`config.mk`:
```
export PLATFORM = sky130hd
export DESIGN_NAME = uart_rx_oversampled
export DESIGN_NICKNAME = d
export VERILOG_FILES = /design/src/rtl/uart_rx_oversampled.sv
export SDC_FILE = /design/constraint.sdc
export NUM_CORES = 1
export LEC_CHECK = 0
export ABC_AREA = 1
export CORE_UTILIZATION = 30
export CTS_BUF_LIST = sky130_fd_sc_hd__clkbuf_2
export DETAILED_ROUTE_END_ITERATION = 16
export PLACE_DENSITY = 0.47
export REMOVE_ABC_BUFFERS = 1
export SYNTH_ARGS = -nofsm -noshare
export SYNTH_HDL_FRONTEND = slang
export SYNTH_SLANG_ARGS = --single-unit
```
`constraint.sdc`:
```
create_clock -name clock -period 1.7 [get_ports clock]
set_clock_uncertainty 0.1 [all_clocks]
set_input_delay 0.34 -clock clock [delete_from_list [all_inputs] [get_ports clock]]
set_output_delay 0.34 -clock clock [all_outputs]
set_load 0.02 [all_outputs]
```
`src/rtl/uart_rx_oversampled.sv`:
```
`default_nettype none
`timescale 1ns/1ps
// ============================================================================
// Module   : uart_rx_oversampled
// Brief    : Oversampled UART receiver with mid-bit sampling and valid/ready output
// Revision : 1.0
// ============================================================================
module uart_rx_oversampled #(
    parameter int DATA_BITS  = 8,
    parameter int OVERSAMPLE = 8,
    parameter int PARITY_EN  = 0,
    parameter int PARITY_ODD = 0
) (
    input  logic                 clock,
    input  logic                 reset,
    input  logic                 rxenable,
    input  logic                 rx,
    input  logic                 rx_ready,
    output logic [DATA_BITS-1:0] rx_data,
    output logic                 rx_valid,
    output logic                 frame_error,
    output logic                 parity_error,
    output logic                 overrun,
    output logic                 busy
);

    localparam int CNT_W = $clog2(OVERSAMPLE);
    localparam int IDX_W = $clog2(DATA_BITS);

    localparam logic [CNT_W-1:0] c_cnt_mid  = CNT_W'(OVERSAMPLE / 2 - 1);
    localparam logic [CNT_W-1:0] c_cnt_last = CNT_W'(OVERSAMPLE - 1);
    localparam logic [IDX_W-1:0] c_idx_last = IDX_W'(DATA_BITS - 1);
    localparam logic             c_odd      = (PARITY_ODD != 0);
    localparam logic             c_par_en   = (PARITY_EN != 0);

    typedef enum logic [2:0] {
        S_IDLE   = 3'd0,
        S_START  = 3'd1,
        S_DATA   = 3'd2,
        S_PARITY = 3'd3,
        S_STOP   = 3'd4
    } state_t;

    state_t                 r_state;
    state_t                 w_state_next;
    logic                   r_rx_meta;
    logic                   r_rx_s;
    logic                   r_rxen_q;
    logic                   r_rx_prev;
    logic [CNT_W-1:0]       r_cnt;
    logic [CNT_W-1:0]       w_cnt_next;
    logic [IDX_W-1:0]       r_idx;
    logic [IDX_W-1:0]       w_idx_next;
    logic [DATA_BITS-1:0]   r_shreg;
    logic [DATA_BITS-1:0]   w_shreg_next;
    logic                   r_perr;
    logic                   w_perr_next;
    logic                   w_load;
    logic                   w_tick;

    logic [DATA_BITS-1:0]   r_data;
    logic                   r_valid;
    logic                   r_ferr;
    logic                   r_perr_out;
    logic                   r_overrun;

    assign w_tick = rxenable & ~r_rxen_q;

    // Line synchronizer, sample-tick edge detector and last-tick line level
    always_ff @(posedge clock) begin
        if (reset) begin
            r_rx_meta <= 1'b1;
            r_rx_s    <= 1'b1;
            r_rxen_q  <= 1'b1;
            r_rx_prev <= 1'b1;
        end else begin
            r_rx_meta <= rx;
            r_rx_s    <= r_rx_meta;
            r_rxen_q  <= rxenable;
            if (w_tick) begin
                r_rx_prev <= r_rx_s;
            end
        end
    end

    always_ff @(posedge clock) begin
        if (reset) begin
            r_state <= S_IDLE;
            r_cnt   <= '0;
            r_idx   <= '0;
            r_shreg <= '0;
            r_perr  <= 1'b0;
        end else begin
            r_state <= w_state_next;
            r_cnt   <= w_cnt_next;
            r_idx   <= w_idx_next;
            r_shreg <= w_shreg_next;
            r_perr  <= w_perr_next;
        end
    end

    always_comb begin
        w_state_next = r_state;
        w_cnt_next   = r_cnt;
        w_idx_next   = r_idx;
        w_shreg_next = r_shreg;
        w_perr_next  = r_perr;
        w_load       = 1'b0;
        if (w_tick) begin
            case (r_state)
                S_IDLE: begin
                    // A falling edge between ticks is required, so a stuck-low line never restarts
                    if (!r_rx_s && r_rx_prev) begin
                        w_state_next = S_START;
                        w_cnt_next   = '0;
                    end
                end
                S_START: begin
                    if (r_cnt == c_cnt_mid) begin
                        if (r_rx_s) begin
                            w_state_next = S_IDLE;
                        end else begin
                            w_state_next = S_DATA;
                            w_cnt_next   = '0;
                            w_idx_next   = '0;
                        end
                    end else begin
                        w_cnt_next = r_cnt + 1'b1;
                    end
                end
                S_DATA: begin
                    if (r_cnt == c_cnt_last) begin
                        w_cnt_next          = '0;
                        w_shreg_next[r_idx] = r_rx_s;
                        if (r_idx == c_idx_last) begin
                            w_state_next = c_par_en ? S_PARITY : S_STOP;
                        end else begin
                            w_idx_next = r_idx + 1'b1;
                        end
                    end else begin
                        w_cnt_next = r_cnt + 1'b1;
                    end
                end
                S_PARITY: begin
                    if (r_cnt == c_cnt_last) begin
                        w_cnt_next   = '0;
                        w_perr_next  = ((^r_shreg) ^ r_rx_s) != c_odd;
                        w_state_next = S_STOP;
                    end else begin
                        w_cnt_next = r_cnt + 1'b1;
                    end
                end
                S_STOP: begin
                    if (r_cnt == c_cnt_last) begin
                        w_cnt_next   = '0;
                        w_state_next = S_IDLE;
                        w_load       = 1'b1;
                    end else begin
                        w_cnt_next = r_cnt + 1'b1;
                    end
                end
                default: begin
                    w_state_next = S_IDLE;
                    w_cnt_next   = '0;
                end
            endcase
        end
    end

    // Output holding register; a new frame takes priority over a same-cycle accept
    always_ff @(posedge clock) begin
        if (reset) begin
            r_data     <= '0;
            r_valid    <= 1'b0;
            r_ferr     <= 1'b0;
            r_perr_out <= 1'b0;
            r_overrun  <= 1'b0;
        end else begin
            r_overrun <= 1'b0;
            if (w_load) begin
                r_data     <= r_shreg;
                r_ferr     <= ~r_rx_s;
                r_perr_out <= c_par_en & r_perr;
                r_valid    <= 1'b1;
                r_overrun  <= r_valid & ~rx_ready;
            end else if (r_valid && rx_ready) begin
                r_valid <= 1'b0;
            end
        end
    end

    assign rx_data      = r_data;
    assign rx_valid     = r_valid;
    assign frame_error  = r_ferr;
    assign parity_error = r_perr_out;
    assign overrun      = r_overrun;
    assign busy         = (r_state != S_IDLE);

endmodule
`default_nettype wire

```
==> results.md <==
* Clock transition at path regs at 0.19 ns
* Sequential area share after synthesis at 0.411
* Nature of the critical path startpoint: register
* Vias in the first global route at 1,247
* # port buffers at 16
* HP Class: register to register
* Worst-Skew Late Latency at between 0.3 and 0.4 ns
* ANT cells at 0
* Fin area at just under 2000 um^2
* Area grow syn2layout at 26.5%
* Max-Cap Viols at 0
* Crit-path cells: ha_4 > ha_1 > inv_1 > buf_4 > nand3_1 > nand2_1 > nor2_2 > nand2_2 > nor2_1 > nor2_1
* Mapped Avg Cell Area at around 6.9 um^2
* Synth Instances at 226
* Number of buffers created by CTS at 5
* Largest area contributor in the netlist: dfxtp_1
* Critical Path Max Stage Delay at approximately 0.39 ns
* DRT antenna net count at 0
* Flop and latch count out of synthesis at 32
* Cell variety after synth at 26
* GRT overflow at 0
* Root Driver: clkbuf_2
* DR WL/cell at a little over 10 um
* Die Y-Extent at 74.1 um
* Final net count at between 200 and 300
* Clock Path Buffers at 2
* Number of fill cells in the layout at 538
* CTS Hold Bufs at 0
* Final std cells w/o fill at 325
* First-pass DRT Iterations at 4
* Pre-CTS WS at -0.154 ns
* # DRC at 0
* Worst path bufs/invs at 2
* Status: completed
* Final count of negative-setup-slack endpoints at 0
* First-pass GRT wire length at 5.60 mm
* Final Hold Viols at 0
* Final TNS setup at 0 ns
* Starting Density at 0.322
* Largest net degree at the start of global routing at 26
* Delay-heaviest family, CP: simple AND/OR/NAND/NOR gates
* CTS H-Tree Depth at 2
* Crit path kind: register to register
* Clk sinks at 32
* Cell area power density at between 600 and 700 nW/um^2
* Initial antenna violation count at 0
* DP Area at between 1500 and 2000 um^2
* Via count at roughly 1,400
* Critical path arrival at 1.75 ns
* Final Cycle Share at 0.934
* Cell area after synthesis at 1560 um^2
* Top Ports at 18
* DRT iter0 DRCs at 77
* Final HPWL DP at ~2.4 mm
* Placed cell count at between 300 and 400
* Most frequent cells in the layout: nand2_1 (49), nor2_1 (42), dfxtp_1 (29), inv_1 (24), buf_4 (13)
* Top-area cell type share of the netlist area at 0.411
* Core Footprint at approximately 4800 um^2
* Critical Path RT at 1.87 ns
* Most used cell, CP: nor2_1
* Yosys warnings at 0
* Full die area at around 5500 um^2
* Final Max Slew Viols at 0
* Worst setup margin at 0.113 ns
* CTS tree: built
* DIE WIDTH at between 70 and 80 um
* P_leak at about 0.94 nW
* Final Critical Period at 1.59 ns
* Max FO, Critical Path at 6
* Post-Route WL at between 3 and 4 mm
* VDD IR max at between 0.3 and 0.4 mV
* Worst path slowest cell: dfxtp_2
* Fmax at between 0.6 and 0.7 GHz
* Kind of end point of the critical path: register
* Worst hold slack at roughly 0.33 ns
* Row cnt at 25
* GPL Wtd Cong at 0.781
* All-layer global routing usage at 0.136
* Vias per cell at about 4.4
* Synth area leaders: dfxtp_1 (41%), nand2_1 (12%), nor2_1 (11%)
* Most common cell after layout, fill and taps aside: nand2_1
* Share of cells above drive strength 1 at 0.174
==> kinds of logic (layout without fill, tap and decap cells) <==
kind of cell | after synthesis | count (layout) | synth area share
compound gates | 29 | 29 | 0.0962
fa+ha+maj | 7 | 7 | 0.0561
buf+inv | 32 | 64 | 0.0874
flops | 32 | 32 | 0.411
other cells | 1 | 1 | 0.00240
simple gates | 125 | 125 | 0.347
==> final timing paths <==
path,to,slack [ns],start,depth (start not counted)
worst max-delay path,r_state[1],0.11,r_cnt[0],10
worst min-delay path,r_rx_s,0.33,r_rx_meta,1
worst max register to register,r_state[1],0.11,r_cnt[0],10
worst min register to register,r_rx_s,0.33,r_rx_meta,1
==> power breakdown <==
group	switching, mW	internal, mW
sequential	0.00467	0.758
combinational	0.0535	0.0391
clock	0.273	0.253
total	0.331	1.05
==> sequential cells by signal, summed over array words and instances (netlist names) <==
| signal | cells |
|---|---|
| frame_error | 1 |
| overrun | 1 |
| r_cnt | 3 |
| r_idx | 3 |
| r_rx_meta | 1 |
| r_rx_prev | 1 |
| r_rx_s | 1 |
| r_rxen_q | 1 |
| r_shreg | 8 |
| r_state | 3 |
| rx_data | 8 |
| rx_valid | 1 |
==> worst reg2reg max path: cells and delay by family, from the launching register on <==
kind	cells	cell delay, ns
adders and majority gates	2	0.32
and+or+nand+nor	6	0.50
buffers and inverters	2	0.18
DFF	1	0.39
==> routing by layer <==
layer	vias to the layer above	part of all wire	wire, um	track usage
met5	-	0	0	0
li1	773	-	-	-
met2	17	0.44	1470	0.217
met3	6	0.030	101	0.0366
met1	625	0.51	1700	0.178
met4	0	0.015	51	0.0449
==> through the flow <==
stage           util  total power [mW]
2_1_floorplan      -             0.827
3_3_place_gp   0.387             0.872
3_5_place_dp   0.387             0.871
4_1_cts        0.399              1.41
5_1_grt        0.407              1.45
6_report       0.407              1.38
==> synthesized netlist by cell type <==
cell	n
a21oi_1	12
buf_2	1
buf_4	2
buf_6	1
clkbuf_1	2
conb_1	1
dfxtp_1	32
ha_1	7
inv_1	24
inv_2	2
nand2_1	50
nand2_2	1
nand3_1	12
nand3_2	1
nand3b_1	1
nand4_1	2
nor2_1	45
nor2_2	3
nor2_4	1
nor3_1	6
nor3_4	1
o211ai_1	1
o21a_1	1
o21ai_0	10
o21ai_1	5
or2_2	2
==> cell type report <==
class                      instances  area (um^2)  area share
inverter                          26         97.6      0.0495
multi-input combinational        162          821       0.416
timing repair buffer              30          259       0.131
clock buffer                       6         30.0      0.0152
sequential                        32          647       0.328
tap                               67         83.8      0.0425
clock inverter                     2         35.0      0.0178
==> timing repair <==
item,4_1_cts,5_1_grt
buffers inserted,0,1
endpoints found under the hold margin,0,0
gates resized for setup,18,10
endpoints found under the setup margin,19,11
pin swaps,0,1
(Power assumes the default switching activity.)
==> RTL edit: new RTL, same flow settings <==
Set the parameter `OVERSAMPLE` to 4 (it was 8).
--- a/src/rtl/uart_rx_oversampled.sv
+++ b/src/rtl/uart_rx_oversampled.sv
@@ -9,3 +9,3 @@
     parameter int DATA_BITS  = 8,
-    parameter int OVERSAMPLE = 8,
+    parameter int OVERSAMPLE = 4,
     parameter int PARITY_EN  = 0,
Check against the original RTL: not equivalent (a bounded check fails within 10 cycles, from zero or initial values and one cycle with reset high).
==> RTL edit against the unedited design <==
Combinational power up 1%. Setup slack better by 0.0055 ns. Cell area down 4.5%. Via count decreased by 6.8%. First-iteration DRC count down 21%. Power is 15% lower. Utilization fell by 1.6 points. Count of clock-buffer cells in the layout shrank 1. Hold slack lost 0.0022 ns. Sequential cell count fell by 1. Non-clock buffer count unchanged. Wire length fell by 6.8%. Area after synthesis shrank 1.7%. Critical path type is now register to output pin. Largest cell class unchanged. Largest power group unchanged.
==> RTL edit: results (changes against the unedited design) <==
* Leakage at 0.888 nW (-5.2%)
* Total net switching power at 0.307 mW (-7.2%)
* Status: finished clean
* Comb pwr at 0.0935 mW (+1%)
* Top Family by Delay on Critical Path: flip-flops
* Non-clk invs at 24 (-7.7%)
* Reg2reg setup slack at 0.20 ns (+0.09 ns)
* Synth area leaders: dfxtp_1 40%, nor2_1 11%, nand2_1 8.8%, ha_1 4.9%, inv_1 4.4%
* Wire per inst at 10.0 µm (-1.7%)
* Largest incremental delay on the critical path at 0.35 ns (-0.04 ns)
* Via/cell ratio at 4.30 (-1.6%)
* First-pass GRT wire length at 5480 µm (-2.1%)
* CP Capture Point: busy
* Vias in the first global route at 1250 (+0.24%)
* Synth Register Bits at 31 (-3.1%)
* Fill cells at 545 (+1.3%)
* Data buffer area share at 13.7% (+0.62 points)
* Max frequency at 0.632 GHz (+0.35%)
* Sequential cell area share at 33.1% (+0.35 points)
* Register area share after synthesis at 40.5% (-0.60 points)
* Drt initial violations at 61 (-21%)
* Mapped Cells at 209 (-7.5%)
* Fin nets at 252 (-6.3%)
* Clk pwr share at 28.9% (-9.2 points)
* # clk buffers at 5 (-1)
* Crit path from: r_state[1]
* Dpl cells at 301 (-4.7%)
* Clk cell area share at 1.79% (-1.5 points)
* Largest net degree at the start of global routing at 25 (-3.8%)
* Layout cells sized above 1 at 20.7% (+3.3 points)
* Place WS at -0.0895 ns (+0.0644 ns)
-- RTL edit: cell types whose count changed in the layout (fill, tap and decap cells not counted), moves of 2 or more --
cell / before / now
nand3_2: 3 / 0
o21ai_1: 5 / 12
nor2_2: 6 / 4
nor3_1: 5 / 3
o21ai_0: 10 / 4
nand3_1: 10 / 12
nand2_4: 0 / 2
a21oi_1: 12 / 10
nand2_1: 49 / 36
inv_2: 2 / 6
inv_1: 24 / 18
-- RTL edit: per-layer routing --
metal	track usage (%)	up-vias	wire, µm
met2	21.2	21	1370
met5	0	-	0
met4	3.85	0	27
met3	3.70	4	117
li1	-	715	-
met1	17.1	585	1580
-- RTL edit: stage by stage --
step	hold WS (ns)	setup TNS [ns]	power [mW]	cell area [µm²]	utilization (%)
floorplan	0.289	0	0.805	1500	-
global placement	0.292	-0.673	0.849	1860	38.7
detailed placement	0.300	-0.751	0.848	1860	38.7
CTS	0.336	0	1.19	1880	39.0
global route	0.349	-0.0481	1.24	1880	39.1
finish	0.333	0	1.17	1880	39.1
-- RTL edit: worst register-to-register path: stages (launching register included) --
cell	delay [ns]
dfxtp_1	0.35
buf_4	0.15
inv_1	0.05
ha_1	0.17
inv_1	0.07
nand3_1	0.08
nand2_1	0.08
nor2_4	0.13
nand2_2	0.08
nand2_1	0.06
nand2_1	0.04
nor2_1	0.09
-- RTL edit: cell families after synthesis --
kind of cell / after synthesis / synth area share (%)
other: 1 / 0.244
DFF: 31 / 40.5
AOI/OAI and AO/OA: 29 / 10.6
and+or+nand+nor: 113 / 35.8
buffers and inverters: 29 / 7.99
adders and majority gates: 6 / 4.89
-- RTL edit: timing repair --
action | CTS | global route
gates cloned | 0 | 0
setup buffers | 0 | 0
setup endpoints to repair | 12 | 3
hold endpoints to repair | 0 | 0
gates resized for setup | 16 | 3
